**src/rtl/uart_rx_mv_if.sv**
```systemverilog
// uart_rx_mv_if: output stream of the UART receiver.
//
// One received word per transfer, with its parity/framing flags.
// Handshake: the producer raises m_valid with m_data/m_parity_err/m_frame_err
// stable. It holds all of them until a cycle where m_valid & m_ready are both
// high at the rising clk edge. That edge is the transfer. m_ready may be
// driven freely and does not depend on m_valid.
//
// Signals:
//   m_data        received word (DATA_WIDTH bits, first received bit in bit 0)
//   m_parity_err  parity mismatch for m_data
//   m_frame_err   a stop bit of m_data's frame was sampled 0
//   m_valid       m_data and flags are valid
//   m_ready       consumer accepts the word
interface uart_rx_mv_if #(
    parameter int DATA_WIDTH = 8
);
    logic [DATA_WIDTH-1:0] m_data;
    logic                  m_parity_err;
    logic                  m_frame_err;
    logic                  m_valid;
    logic                  m_ready;

    modport master (
        output m_data,
        output m_parity_err,
        output m_frame_err,
        output m_valid,
        input  m_ready
    );

    modport slave (
        input  m_data,
        input  m_parity_err,
        input  m_frame_err,
        input  m_valid,
        output m_ready
    );
endinterface

```
**src/rtl/uart_rx_mv.sv**
```systemverilog
// uart_rx_mv: parametrised UART receiver with majority-vote sampling.
//
// The serial input passes through a 2-flop synchroniser; everything else
// works on the synchronised line rx. Each bit lasts P = prescale clk cycles,
// with P latched when the start bit begins. Within a bit, rx is sampled at
// cnt = H-1, H and H+1 (H = P>>1). The bit value is the majority of those
// three samples, decided at cnt = H+1. A start bit whose majority is 1 is
// treated as noise and dropped. Frames carry DATA_WIDTH data bits (LSB first),
// an optional parity bit and one or two stop bits. A finished word goes into
// a one-entry holding register. If that register is still full and is not
// being emptied, the new word is dropped and overrun pulses.
//
// Ports:
//   clk, rst      system clock, asynchronous active-high reset
//   s_data        serial line (idle high)
//   parity_en     a parity bit follows the data bits
//   parity_type   0 = even, 1 = odd
//   stop2         check two stop bits
//   prescale      clk cycles per bit (>= 4, else start edges are ignored)
//   m             output stream (master side of uart_rx_mv_if)
//   overrun       one-cycle pulse: a completed frame was dropped
//   busy          receiver FSM is not idle
//   dbg_state_o   current FSM state encoding, for observation only
//
// DATA_WIDTH is meant to be 5..9.
module uart_rx_mv #(
    parameter int DATA_WIDTH     = 8,
    parameter int PRESCALE_WIDTH = 6
) (
    input  logic                      clk,
    input  logic                      rst,
    input  logic                      s_data,
    input  logic                      parity_en,
    input  logic                      parity_type,
    input  logic                      stop2,
    input  logic [PRESCALE_WIDTH-1:0] prescale,
    uart_rx_mv_if.master              m,
    output logic                      overrun,
    output logic                      busy,
    output logic [2:0]                dbg_state_o
);

    localparam int IDX_W = 4;

    typedef enum logic [2:0] {
        S_IDLE   = 3'd0,
        S_START  = 3'd1,
        S_DATA   = 3'd2,
        S_PARITY = 3'd3,
        S_STOP1  = 3'd4,
        S_STOP2  = 3'd5
    } state_t;

    // Synchroniser.
    logic rx_meta_q;
    logic rx_q;
    logic rx;

    // Receiver state.
    state_t                    state_q, state_d;
    logic [PRESCALE_WIDTH-1:0] cnt_q, cnt_d;
    logic [PRESCALE_WIDTH-1:0] p_q, p_d;
    logic [IDX_W-1:0]          bit_idx_q, bit_idx_d;
    logic [DATA_WIDTH-1:0]     shift_q, shift_d;
    logic                      smp0_q, smp0_d;
    logic                      smp1_q, smp1_d;
    logic                      perr_q, perr_d;
    logic                      ferr_q, ferr_d;

    // Holding register and status.
    logic [DATA_WIDTH-1:0]     data_q, data_d;
    logic                      par_out_q, par_out_d;
    logic                      frm_out_q, frm_out_d;
    logic                      valid_q, valid_d;
    logic                      ovr_q, ovr_d;

    // Bit-timing decode.
    logic [PRESCALE_WIDTH-1:0] half;
    logic                      at_s0;
    logic                      at_s1;
    logic                      at_dec;
    logic                      at_last;
    logic                      maj;
    logic                      exp_par;
    logic                      complete;
    logic                      accept;

    assign rx = rx_q;

    always_ff @(posedge clk or posedge rst) begin
        if (rst) begin
            rx_meta_q <= 1'b1;
            rx_q      <= 1'b1;
        end else begin
            rx_meta_q <= s_data;
            rx_q      <= rx_meta_q;
        end
    end

    assign half    = p_q >> 1;
    assign at_s0   = (cnt_q == half - 1'b1);
    assign at_s1   = (cnt_q == half);
    assign at_dec  = (cnt_q == half + 1'b1);
    assign at_last = (cnt_q == p_q - 1'b1);

    // The third sample is rx itself in the decision cycle.
    assign maj     = (smp0_q & smp1_q) | (smp0_q & rx) | (smp1_q & rx);

    // Odd parity expects the complement of the data XOR.
    assign exp_par = (^shift_q) ^ parity_type;

    assign accept  = valid_q & m.m_ready;

    always_comb begin
        state_d   = state_q;
        cnt_d     = cnt_q;
        p_d       = p_q;
        bit_idx_d = bit_idx_q;
        shift_d   = shift_q;
        smp0_d    = smp0_q;
        smp1_d    = smp1_q;
        perr_d    = perr_q;
        ferr_d    = ferr_q;
        data_d    = data_q;
        par_out_d = par_out_q;
        frm_out_d = frm_out_q;
        valid_d   = valid_q;
        ovr_d     = 1'b0;
        complete  = 1'b0;

        if (state_q != S_IDLE) begin
            cnt_d = at_last ? '0 : cnt_q + 1'b1;
            if (at_s0) smp0_d = rx;
            if (at_s1) smp1_d = rx;
        end

        unique case (state_q)
            S_IDLE: begin
                // The cycle that sees the falling edge is cnt = 0 of the
                // start bit, so the counter resumes at 1.
                if (!rx && (prescale >= PRESCALE_WIDTH'(4))) begin
                    state_d   = S_START;
                    p_d       = prescale;
                    cnt_d     = PRESCALE_WIDTH'(1);
                    bit_idx_d = '0;
                    perr_d    = 1'b0;
                    ferr_d    = 1'b0;
                end
            end

            S_START: begin
                if (at_dec && maj) begin
                    // The line went back high: treat it as noise.
                    state_d = S_IDLE;
                    cnt_d   = '0;
                end else if (at_last) begin
                    state_d = S_DATA;
                end
            end

            S_DATA: begin
                if (at_dec) shift_d = {maj, shift_q[DATA_WIDTH-1:1]};
                if (at_last) begin
                    if (bit_idx_q == IDX_W'(DATA_WIDTH - 1)) begin
                        bit_idx_d = '0;
                        state_d   = parity_en ? S_PARITY : S_STOP1;
                    end else begin
                        bit_idx_d = bit_idx_q + 1'b1;
                    end
                end
            end

            S_PARITY: begin
                if (at_dec && (maj != exp_par)) perr_d = 1'b1;
                if (at_last) state_d = S_STOP1;
            end

            S_STOP1: begin
                if (at_dec && !maj) ferr_d = 1'b1;
                if (stop2) begin
                    if (at_last) state_d = S_STOP2;
                end else if (at_dec) begin
                    // Finishing mid-stop-bit leaves the rest of the bit to
                    // catch the next start edge early.
                    complete = 1'b1;
                    state_d  = S_IDLE;
                    cnt_d    = '0;
                end
            end

            S_STOP2: begin
                if (at_dec) begin
                    if (!maj) ferr_d = 1'b1;
                    complete = 1'b1;
                    state_d  = S_IDLE;
                    cnt_d    = '0;
                end
            end

            default: begin
                state_d = S_IDLE;
                cnt_d   = '0;
            end
        endcase

        // A full register may take a new word only if it is emptied in the
        // same cycle; otherwise the new word is lost.
        if (complete) begin
            if (!valid_q || accept) begin
                data_d    = shift_q;
                par_out_d = perr_q;
                frm_out_d = ferr_d;
                valid_d   = 1'b1;
            end else begin
                ovr_d = 1'b1;
            end
        end else if (accept) begin
            valid_d = 1'b0;
        end
    end

    always_ff @(posedge clk or posedge rst) begin
        if (rst) begin
            state_q   <= S_IDLE;
            cnt_q     <= '0;
            p_q       <= '0;
            bit_idx_q <= '0;
            shift_q   <= '0;
            smp0_q    <= 1'b1;
            smp1_q    <= 1'b1;
            perr_q    <= 1'b0;
            ferr_q    <= 1'b0;
            data_q    <= '0;
            par_out_q <= 1'b0;
            frm_out_q <= 1'b0;
            valid_q   <= 1'b0;
            ovr_q     <= 1'b0;
        end else begin
            state_q   <= state_d;
            cnt_q     <= cnt_d;
            p_q       <= p_d;
            bit_idx_q <= bit_idx_d;
            shift_q   <= shift_d;
            smp0_q    <= smp0_d;
            smp1_q    <= smp1_d;
            perr_q    <= perr_d;
            ferr_q    <= ferr_d;
            data_q    <= data_d;
            par_out_q <= par_out_d;
            frm_out_q <= frm_out_d;
            valid_q   <= valid_d;
            ovr_q     <= ovr_d;
        end
    end

    assign m.m_data       = data_q;
    assign m.m_parity_err = par_out_q;
    assign m.m_frame_err  = frm_out_q;
    assign m.m_valid      = valid_q;
    assign overrun        = ovr_q;
    assign busy           = (state_q != S_IDLE);
    assign dbg_state_o    = state_q;

endmodule
```
**src/flat_wrapper.sv**
```systemverilog
// flat-port wrapper written by rule: the top's interface ports become plain ports
module uart_rx_mv_flat 
#(
    parameter int DATA_WIDTH     = 8,
    parameter int PRESCALE_WIDTH = 6
)
  (clk, rst, s_data, parity_en, parity_type, stop2, prescale, overrun, busy, dbg_state_o, m_m_data, m_m_parity_err, m_m_frame_err, m_m_valid, m_m_ready);
  uart_rx_mv_if #(.DATA_WIDTH(DATA_WIDTH)) m_i ();
  input  logic clk;
  input  logic rst;
  input  logic s_data;
  input  logic parity_en;
  input  logic parity_type;
  input  logic stop2;
  input  logic [PRESCALE_WIDTH-1:0] prescale;
  output logic overrun;
  output logic busy;
  output logic [2:0] dbg_state_o;
  output wire logic [$bits(m_i.m_data)-1:0] m_m_data;
  output wire logic [$bits(m_i.m_parity_err)-1:0] m_m_parity_err;
  output wire logic [$bits(m_i.m_frame_err)-1:0] m_m_frame_err;
  output wire logic [$bits(m_i.m_valid)-1:0] m_m_valid;
  input wire logic [$bits(m_i.m_ready)-1:0] m_m_ready;
  assign m_m_data = m_i.m_data;
  assign m_m_parity_err = m_i.m_parity_err;
  assign m_m_frame_err = m_i.m_frame_err;
  assign m_m_valid = m_i.m_valid;
  assign m_i.m_ready = m_m_ready;
  uart_rx_mv #(.DATA_WIDTH(DATA_WIDTH), .PRESCALE_WIDTH(PRESCALE_WIDTH)) u_core (.clk(clk), .rst(rst), .s_data(s_data), .parity_en(parity_en), .parity_type(parity_type), .stop2(stop2), .prescale(prescale), .m(m_i), .overrun(overrun), .busy(busy), .dbg_state_o(dbg_state_o));
endmodule
```
**config.mk**
```make
export PLATFORM = sky130hd
export DESIGN_NAME = uart_rx_mv_flat
export DESIGN_NICKNAME = d
export VERILOG_FILES = /design/src/rtl/uart_rx_mv_if.sv /design/src/rtl/uart_rx_mv.sv /design/src/flat_wrapper.sv
export SDC_FILE = /design/constraint.sdc
export NUM_CORES = 1
export LEC_CHECK = 0
export CAP_MARGIN = 20
export CORE_UTILIZATION = 50
export CTS_CLUSTER_DIAMETER = 200
export DETAILED_ROUTE_END_ITERATION = 6
export GPL_TIMING_DRIVEN = 1
export PLACE_DENSITY_LB_ADDON = 0.2
export SYNTH_ARGS = -nofsm -noshare
export SYNTH_HDL_FRONTEND = slang
export SYNTH_SLANG_ARGS = --single-unit
```
**constraint.sdc**
```tcl
create_clock -name clk -period 2.9 [get_ports clk]
set_input_delay 0.58 -clock clk [delete_from_list [all_inputs] [get_ports clk]]
set_output_delay 0.58 -clock clk [all_outputs]
set_load 0.005 [all_outputs]
```
After elaboration in Yosys (flattened, before gate mapping)
Cells that the tools add are included.
{ "word_totals": {"wordCells": 110, "register_bits": 45, "in_bits": 13} }
{ "classes": {"n_eq_ne": 19, "bitwise": 7, "magnitude_cmp": 1, "add_sub_neg": 5, "muxes": 38, "n_reduce_logical": 24} }
{ "ops": {"columns": ["op", "count"], "rows": [
  ["$mux W6", 6],
  ["$mux W3", 10],
  ["$pmux W6 S5", 1],
  ["$eq A6 B6 Y1", 3],
  ["$pmux W3 S6", 1],
  ["$mux W1", 13],
  ["$mux W4", 3],
  ["$reduce_and A2 Y1", 6],
  ["$ne A2 B1 Y1 const B", 5],
  ["$pmux W4 S2", 1],
  ["$reduce_xor A8 Y1", 1],
  ["$add A5 B1 Y6 const B", 1],
  ["$add A6 B1 Y6 const B", 1],
  ["$eq A3 B2 Y1 const B", 2],
  ["$eq A3 B3 Y1 const B", 2],
  ["$eq A6 B5 Y1", 1],
  ["$ge A6 B3 Y1 const B", 1],
  ["$reduce_and A3 Y1", 2],
  ["$reduce_and A6 Y1", 1],
  ["$reduce_bool A2 Y1", 3],
  ["$sub A5 B1 Y6 const B", 1],
  ["$sub A6 B1 Y6 const B", 1],
  ["$add A4 B1 Y4 const B", 1],
  ["$and A1 B1 Y1", 4],
  ["other kinds (16)", 23]
]} }

Depth between registers and ports, before layout
Gate-level depths: netlist (run 1).
{ "logic_depth": {"ltp_word": 7, "ltp_mapped": 8} }

Worst setup path after synthesis (run 1)
No wires, ideal clock.
{ "synth_path": {"path_kind": "reg-to-reg", "startpoint": "register u_core.p_q[2]", "endpoint": "register u_core.data_q[0], in the netlist u_core.m.m_data[0]", "arrival_ns": 2.139, "slack_ns": 0.637, "required_ns": 2.775, "setup_time_ns": 0.125, "path_stages_with_launch": 8, "cell_sequence": "dfrtp_1 > inv_1 > ha_1 > xnor2_1 > o311a_1 > nand3_2 > nor4_4 > mux2_2"} }
{ "synth_via": {"elab_chain_len": 6} }
{ "synth_lines": {"columns": ["element", "line", "source"], "rows": [
  ["start: declaration", "uart_rx_mv.sv:62", "logic [PRESCALE_WIDTH-1:0] p_q, p_d;"],
  ["start signal: assignment", "uart_rx_mv.sv:241", "p_q <= p_d;"],
  ["$add A5 B1 Y6 (*)", "uart_rx_mv.sv:103", "assign at_dec = (cnt_q == half + 1'b1);"],
  ["$eq A6 B6 Y1 (*)", "uart_rx_mv.sv:103", null],
  ["$mux W1 (*)", "uart_rx_mv.sv:182, uart_rx_mv.sv:192", null],
  ["$mux W1", "uart_rx_mv.sv:180", "if (stop2) begin"],
  ["$pmux W1 S2 (*)", "uart_rx_mv.sv:137", "unique case (state_q)"],
  ["$reduce_and A2 Y1 (no line) (*)", null, null],
  ["end signal: assignment", "uart_rx_mv.sv:248", "data_q <= data_d;"],
  ["end: declaration", "uart_rx_mv.sv:71", "logic [DATA_WIDTH-1:0] data_q, data_d;"]
]} }
Mark *: on every way between the ends. The rest lies on a longest branch, timed or not.
A chain may end at the register's enable or synchronous reset.

Worst setup path in the final report (run 1)
{ "layout_path": {"startpoint": "register u_core.state_q[0], in the netlist u_core.dbg_state_o[0]", "endpoint": "output busy"} }
{ "layout_via": {"elab_chain_len": 1} }
{ "layout_lines": {"columns": ["element", "line", "source"], "rows": [
  ["start: declaration", "uart_rx_mv.sv:60", "state_t state_q, state_d;"],
  ["start signal: assignment", "uart_rx_mv.sv:239", "state_q <= state_d;"],
  ["$reduce_bool A3 Y1", "uart_rx_mv.sv:261", "assign busy = (state_q != S_IDLE);"],
  ["end: declaration", "flat_wrapper.sv:17", "output logic busy;"]
]} }
Every way passes these cells.

==> results.tsv, run 1 <==
metric	value	unit
Hold WS	0.3566	ns
power per cell area	907.6	mW/mm²
area of the mapped netlist	0.002597	mm²
Compound-Gate Fraction of Synth Area	0.1464	
clock latency on the worst-skew pair	0.30	ns
Max-Cap Viols	0	
Post-synth top flop	dfrtp_1	
Detail Route Antenna Nets	0	
Fin Setup TNS	0	ns
worst setup margin	0.3242	ns
Fmax	388.2	MHz
Cell Rows	25	
Initial Util	0.5357	
Worst Skew	0.01106	ns
Synth Area in Simple Gates	0.1696	
number of global-route vias before repair	2049	
Post-Synth Adder-Cell Area	0.03276	
drt pass-1 iters	4	
layout cells sized above 1	0.1724	
final hold vios	0	
Max FO, Critical Path	12	
CP Launch Type	register	
Internal Power	1.589	mW
H-tree depth	2	
hpwl dp	3936	µm
Seq pwr share	0.369	
sw frac	0.4273	
CP peak stage delay	0.51	ns
first-pass GRT wire length	9439	µm
PostCTS Resize Cnt	0	
worst r2r path cells	8	
routed via count	2004	
# fillers	420	
initial antenna violation count	0	
CTS tree	yes	
worst-margin pin slew	0.5596	ns
clock share of power	0.141	
LEAKAGE	1.290	nW
number of synthesized register bits	45	
register area share after synthesis	0.4355	
YS warnings	0	
leading area contributor after synthesis	dfrtp_1	
synth top area cells	dfrtp_1, mux2_2, xnor2_1	
number of flops mapped to enable cells by yosys	0	
Setup crit end	busy	
total power	2.774	mW
# IOs	29	
min Tclk post-route	2.576	ns
Comb pwr share	0.490	
DP Area	0.002969	mm²
GRT Resource Usage Total	0.2299	
post-place setup slack	0.3470	ns
root buffer cell	clkbuf_8	
First DRT Iteration DRCs	219	
Post-CTS Setup Repair Bufs	0	
NumNets Final	308	
final setup violating endpoints	0	
Worst Setup Path Type	register to output port	
Critical Path Start	u_core.dbg_state_o[0]	
top cell type's share of synthesized area	0.3950	
Clock Tree Buf Depth	2	
hold buffers post-CTS	0	
hold depth	0	
post-synthesis mux area share	0.08671	
via/cell ratio	5.613	
Routed WL	5376	µm
Util after Layout	0.6305	
Post-synth ARST share	1.000	
post-synthesis xor/xnor area fraction	0.09441	
crit share post-route	0.8882	
I/O Buffers	28	
Die H	74.08	µm
# clock sinks	45	
largest family of logic cells by synthesized area	simple AND/OR/NAND/NOR gates	
die width	74.08	µm
R2R Setup Slk	0.33	ns
Slew Limit Fails	0	
Crit. End Element	output port	
post-route cell area	0.003057	mm²
Inserted Diodes	0	
Netlist cell types	55	
largest net degree at the start of global routing	46	
Crit Reg-Reg Startpoint	u_core.p_q[2]	
RSZ-0062 raised after global routing	no	
Placed Instances	349	
Sw Pwr	1.186	mW
Core Area	0.004848	mm²
GPL Wtd Cong	0.8986	
Post-Syn Nets	275	
Clock transition at path regs	0.09	ns
critical path's slowest cell	dfrtp_1	
Slew HR	0.6230	
worst hold path class	register to register	
Synth Instances	256	
reg2reg end	u_core.m.m_data[0]	
non-filler cells, final	357	
GRT Residual Overflow	0	
drc violations	0	
P&R area growth vs syn	17.68	%
VDD IR max	0.0005354	V
Worst Path Arrival	2.00	ns
die area	0.005487	mm²
Syn Area/Cell	10.15	µm²
Req. time, crit path	2.32	ns
CTS buffer count	5	
wire per inst	15.06	µm
worst path cell trace	nor3_2, clkinv_1, buf_4, clkdlybuf4s50_1	
outcome	complete, no violations	
synth_stat cells, types with 2 or more instances:
library cell	instances
nand2_1	29
nand4_1	4
xnor2_1	18
mux2_2	20
nand3_1	11
a211oi_1	2
inv_1	9
a31oi_1	2
o2111ai_1	2
buf_2	6
dfstp_2	4
o221ai_1	2
a21oi_1	8
nor2_1	12
xor2_1	10
o21ai_0	11
a31o_2	3
nor2b_1	4
nor3b_1	2
o211ai_1	2
clkbuf_1	3
o311ai_0	3
nor3_1	5
and2_1	2
nand3_2	2
nand2b_1	5
dfrtp_1	41
ha_1	6
nor4_1	2
state kept, by name (all words and copies together), names as in the netlist:
| register | cells |
|---|---|
| u_core.smp0_q | 1 |
| u_core.rx | 1 |
| u_core.p_q | 6 |
| u_core.shift_q | 8 |
| u_core.overrun | 1 |
| u_core.perr_q | 1 |
| u_core.bit_idx_q | 4 |
| u_core.m.m_data | 8 |
| u_core.m.m_frame_err | 1 |
| u_core.m.m_parity_err | 1 |
| u_core.smp1_q | 1 |
| u_core.rx_meta_q | 1 |
| u_core.m.m_valid | 1 |
| u_core.cnt_q | 6 |
| u_core.dbg_state_o | 3 |
| u_core.ferr_q | 1 |
worst max-delay path: cells and delay by family (launching register included):
| kind | cells | cell delay (ns) |
|---|---|---|
| simple gates | 1 | 0.40 |
| buf+inv | 3 | 0.78 |
| flops | 1 | 0.51 |
layout by cell type (no fill, tap or decap), types with 4 or more instances in the layout:
cell type and count:
nand3_1 11, xnor2_1 18, a21oi_1 8, nand2_1 29
clkbuf_8 5, buf_4 8, nor3_1 5, dfrtp_1 41
mux2_2 20, inv_1 8, nor2b_1 4, nor2_1 12
o21ai_0 11, ha_1 6, nand2b_1 5, nand4_1 4
clkdlybuf4s50_1 28, xor2_1 10, dfstp_2 4
final cells by class:
type	instances	area (µm²)	area share
sequential	45	1131	0.3700
inverter	10	37.54	0.01228
timing repair buffer	36	340.3	0.1113
clock buffer	6	72.57	0.02374
clock inverter	2	15.01	0.004912
tap	67	83.83	0.02743
multi-input combinational	191	1376	0.4503
layer usage:
metal  global-route usage  vias to the layer above  part of all wire
met3              0.05149                        5             0.069
met4              0.07265                        0             0.011
met5                    0                        -                 0
met2               0.3586                       64              0.44
li1                     -                      985                 -
met1               0.3194                      950              0.48
kinds of logic (layout without fill, tap and decap cells):
logic type,Yosys count,in the layout
compound gates,51,51
simple gates,85,85
xor+xnor,28,28
buf+inv,20,54
fa+ha+maj,7,7
mux,20,20
flops,45,45
power by group through the flow:
stage / clock network (mW) / registers, mW / logic (mW)
3_3_place_gp: 0 / 1.03 / 1.33
2_1_floorplan: 0 / 0.910 / 1.17
6_report: 0.392 / 1.02 / 1.36
4_1_cts: 0.401 / 1.02 / 1.36
3_5_place_dp: 0 / 1.03 / 1.35
5_1_grt: 0.424 / 1.06 / 1.53
how the worst min path moves through the flow:
stage / to / startpoint / slack, ns
after global placement: u_core.rx / u_core.rx_meta_q / 0.35
after global routing: u_core.rx / u_core.rx_meta_q / 0.36
after CTS: u_core.rx / u_core.rx_meta_q / 0.36
final: u_core.rx / u_core.rx_meta_q / 0.36
after floorplan: u_core.rx / u_core.rx_meta_q / 0.35
after detailed placement: u_core.rx / u_core.rx_meta_q / 0.35
Power figures use the tool's default switching activity.
==> run 2, diff against run 1 <==
Settings changed: SKIP_CTS_REPAIR_TIMING from default to 1.
==> results of run 2 <==
Same layout as run 1: the final DEF is identical, and so are final timing and power.
